==> config.mk <==
export PLATFORM = sky130hd
export DESIGN_NAME = fifo_read_drainer
export DESIGN_NICKNAME = d
export VERILOG_FILES = /design/src/rtl/fifo_read_drainer.sv
export SDC_FILE = /design/constraint.sdc
export NUM_CORES = 1
export LEC_CHECK = 0
export ABC_AREA = 0
export CAP_MARGIN = 40
export CORE_UTILIZATION = 25
export DETAILED_ROUTE_END_ITERATION = 12
export GPL_TIMING_DRIVEN = 0
export PLACE_DENSITY = 0.45
export SLEW_MARGIN = 20
export SYNTH_ARGS = -nofsm -noshare
export SYNTH_HDL_FRONTEND = slang
export SYNTH_SLANG_ARGS = --single-unit
==> constraint.sdc <==
create_clock -name rd_clk -period 3.2 [get_ports rd_clk]
set_input_delay 0.32 -clock rd_clk [delete_from_list [all_inputs] [get_ports rd_clk]]
set_output_delay 0.32 -clock rd_clk [all_outputs]
set_load 0.01 [all_outputs]
==> src/rtl/fifo_read_drainer.sv <==
// fifo_read_drainer: read-side consumer for the async FIFO.
// Pops into a 3-entry skid buffer and presents a valid/ready stream.
module fifo_read_drainer #(
    parameter int WIDTH = 8,
    parameter int CNT_W = 16
) (
    input  logic             rd_clk,
    input  logic             rst_n,
    input  logic             enable,
    input  logic             chk_en,
    input  logic             fifo_empty,
    input  logic [WIDTH-1:0] fifo_data,
    output logic             read_en,
    output logic [WIDTH-1:0] m_data,
    output logic             m_valid,
    input  logic             m_ready,
    output logic             busy,
    output logic [CNT_W-1:0] pop_count,
    output logic             seq_err
);

    typedef enum logic [1:0] {
        IDLE,
        RUN,
        FLUSH
    } state_t;

    state_t           state;
    logic [1:0]       occ;
    logic [1:0]       occ_nxt;
    logic             inflight;
    logic [2:0]       fill;
    logic             cap;
    logic             acc;
    logic [WIDTH-1:0] mem     [3];
    logic [WIDTH-1:0] mem_nxt [3];
    logic             first_seen;
    logic [WIDTH-1:0] exp_q;

    // The word popped last cycle is on fifo_data now
    assign cap  = inflight;
    assign acc  = m_valid & m_ready;
    assign fill = {1'b0, occ} + {2'b00, inflight};

    // Only registers and inputs: no path from m_ready
    assign read_en = rst_n & enable & ~fifo_empty
                   & (state == RUN) & (fill < 3'd3);

    assign m_data = mem[0];
    assign busy   = (state != IDLE) | (occ != 2'd0) | inflight;

    // Next buffer contents: shift out the head, then append the capture
    always_comb begin
        mem_nxt = mem;
        occ_nxt = occ;
        if (acc) begin
            mem_nxt[0] = mem[1];
            mem_nxt[1] = mem[2];
            occ_nxt    = occ - 2'd1;
        end
        if (cap) begin
            case (occ_nxt)
                2'd0:    mem_nxt[0] = fifo_data;
                2'd1:    mem_nxt[1] = fifo_data;
                2'd2:    mem_nxt[2] = fifo_data;
                default: ;
            endcase
            occ_nxt = occ_nxt + 2'd1;
        end
    end

    // Skid buffer, occupancy and the one-deep in-flight marker
    always_ff @(posedge rd_clk) begin
        if (!rst_n) begin
            occ      <= 2'd0;
            inflight <= 1'b0;
            m_valid  <= 1'b0;
            for (int i = 0; i < 3; i++) begin
                mem[i] <= '0;
            end
        end else begin
            occ      <= occ_nxt;
            inflight <= read_en;
            m_valid  <= (occ_nxt != 2'd0);
            mem      <= mem_nxt;
        end
    end

    // Control FSM: RUN pops, FLUSH drains without popping
    always_ff @(posedge rd_clk) begin
        if (!rst_n) begin
            state <= IDLE;
        end else begin
            unique case (state)
                IDLE: begin
                    if (enable) state <= RUN;
                end
                RUN: begin
                    if (!enable) begin
                        if (occ != 2'd0 || inflight) state <= FLUSH;
                        else                         state <= IDLE;
                    end
                end
                FLUSH: begin
                    if (enable)                         state <= RUN;
                    else if (occ == 2'd0 && !inflight) state <= IDLE;
                end
                default: state <= IDLE;
            endcase
        end
    end

    // Saturating pop counter
    always_ff @(posedge rd_clk) begin
        if (!rst_n) begin
            pop_count <= '0;
        end else if (read_en && pop_count != {CNT_W{1'b1}}) begin
            pop_count <= pop_count + CNT_W'(1);
        end
    end

    // Incrementing-sequence checker on accepted beats
    always_ff @(posedge rd_clk) begin
        if (!rst_n) begin
            first_seen <= 1'b0;
            exp_q      <= '0;
            seq_err    <= 1'b0;
        end else if (chk_en && acc) begin
            first_seen <= 1'b1;
            exp_q      <= m_data + WIDTH'(1);
            if (first_seen && m_data != exp_q) seq_err <= 1'b1;
        end
    end

endmodule

==> flow_summary.yaml <==
status:
  status: "completed"
floorplanning:
  die_y_um: 107
  coreArea_um2: 10500
  die_w_um: 107
  rows: 37
  start_util_pct: 26.2
  ioPinCount: 42
  dieArea_um2: 11400
detailed_routing:
  wirelength_um: 6590
  vias: 2235
  viasPerCell: 4.47
  ant_nets: 0
  drt_iter0_markers: 113
  avgRoutedWirePerCell_um: 13.2
  first_pass_iters: 4
  drc: 0
critical_path:
  crit_path_end_kind: "output pin"
  cp_max_fo: 10
  cp.required_ns: 2.88
  criticalPathCategory: "reg2out"
  startpoint_type: "flop"
  cp.arrival_ns: 2.33
layout:
  fin_area_um2: 3400
  n_antenna_cell: 0
  layout-drive-gt1-share_pct: 8.52
  nNetsFinal: 382
  syn2layout_area_growth_pct: 24.1
  final_util_pct: 32.5
  stdcell_count: 500
place:
  dp_hpwl_um: 4840
  port_buffers: 40
  dp.cells: 492
  dpl-instance-area_um2: 3310
  place_congestion: 0.706
  dp_slack_ns: 0.852
global_routing:
  grt_max_degree: 19
  track_usage_pct: 12.2
  overflow: 0
  grt_pass1_wl_um: 11200
  grt_pass1_vias: 2193
  antenna_found_initial: 0
synthesis:
  synthesis.area_um2: 2740
  ys_ff_latch: 56
  synth_area_per_cell_um2: 8.68
  async_flop_share_pct: 0
  yosys.area.top_type: "dfxtp_1"
  synth_top_area_share_pct: 40.9
  yosysUniqueCellTypes: 38
  synth-edff-count: 0
  synth_area_leaders: "dfxtp_1 41%, nand2_1 7.3%, nor2_1 6.2%"
  yosys_warnings: 0
  ys_seq_area_share_pct: 40.9
  synth_flop_cell: "dfxtp_1"
  synth_common_cells: "56 x dfxtp_1, 53 x nand2_1, 45 x nor2_1"
  synth_nets: 335
  syn_inst: 316
  post-synth-top-count-cell: "dfxtp_1"
clock_tree:
  postCtsResizedCells: 0
  cts_buffers: 5
  cts_tree: "yes"
  cts_root_buf: "clkbuf_8"
  clk_latency_ns: 0.32
  cts_sinks: 56
  cts_max_path_buffers: 2
  post-cts-setup-buffers: 0
  holdBufCountCts: 0
  cts_max_level: 2
  clk_pin_slew_ns: 0.11
timing:
  finalSetupTns_ns: 0
  setup_viol: 0
  fin_crit_sh_pct: 82.9
  setup_slack_ns: 0.548
  rsz0062_at_grt: "false"
  tightest_slew_ns: 0.606
  whs_ns: 0.361
  period_needed_ns: 2.65
  relSlewSlack_pct: 59.6
  drv_slew: 0
  hold_viol_final: 0
  max_freq_mhz: 377
  fin_worst_skew_ns: 0.0156
power_and_ir_drop:
  power_mw: 1.48
  powerDensity_nw_per_um2: 435
  p_leak_nw: 1.32
  ir_drop_v: 0.000187
min_path:
  hold_path.class: "in2reg"
job:
  maxCapViolations: 0
## flip-flops by register name (all words and copies together), names as in the netlist
register	flops
m_data	8
exp_q	8
cap	1
mem	16
state	2
seq_err	1
occ	2
first_seen	1
pop_count	16
m_valid	1
## metal layers
| metal | GRT usage (%) | share of wire, % | up-vias |
|---|---|---|---|
| li1 | - | - | 1180 |
| met1 | 16.9 | 52 | 1014 |
| met2 | 19.4 | 44 | 36 |
| met3 | 2.43 | 3.0 | 5 |
| met4 | 3.23 | 0.94 | 0 |
| met5 | 0 | 0 | - |
## worst max-delay path: stages, from the launching register on
cell,delay (ns)
dfxtp_1,0.40
ha_1,0.23
ha_1,0.19
nor4b_2,0.24
nand4_2,0.19
buf_6,0.19
inv_1,0.07
clkdlybuf4s50_1,0.53
## where the power goes
part           switching [mW]  internal (mW)  leakage (nW)  total [mW]
combinational           0.157          0.135         0.814       0.292
sequential             0.0417          0.732         0.453       0.774
clock                   0.258          0.158        0.0485       0.416
## final timing paths
kind / endpoint / slack (ns) / start / depth (start not counted)
min reg2reg: mem[8] / 0.47 / mem[0] / 2
min: pop_count[3] / 0.36 / rst_n / 3
max reg2reg: m_valid / 1.08 / occ[0] / 6
max: read_en / 0.55 / occ[0] / 7
## kinds of logic (layout without fill, tap and decap cells)
group	Yosys count	count (layout)	synth area share, %
multiplexers	16	16	5.84
XOR/XNOR	24	24	7.67
AO/OA/AOI/OAI	38	38	12.5
adder cells (fa/ha/maj)	5	5	2.28
buffers and inverters	31	79	6.07
AND/OR/NAND/NOR	146	146	24.8
flip-flops	56	56	40.9
## cell usage in the layout, fill, tap and decap left out, types with 2 or more instances in the layout
cell type	n
inv_1	6
buf_2	4
clkbuf_1	10
nand2_1	53
xnor2_1	12
clkbuf_8	5
a2111oi_4	2
clkdlybuf4s50_1	40
and3_1	7
mux2i_1	16
dfxtp_1	56
nand2b_1	7
buf_6	2
ha_1	5
xor2_1	12
buf_4	8
nor4_1	5
a211oi_1	9
and4_1	3
nor2_1	45
a21oi_1	2
o21ai_2	2
nand3_1	14
a311oi_1	16
and2_1	3
nor3_1	3
## area by class of cell
type / count / area, um2
Buffer: 24 / 140
Fill cell: 1148 / 7060
Clock inverter: 3 / 22.5
Sequential cell: 56 / 1120
Inverter: 7 / 26.3
Clock buffer: 5 / 68.8
Multi-Input combinational cell: 229 / 1450
Tap cell: 136 / 170
Timing Repair Buffer: 40 / 400
(Power assumes the default switching activity.)
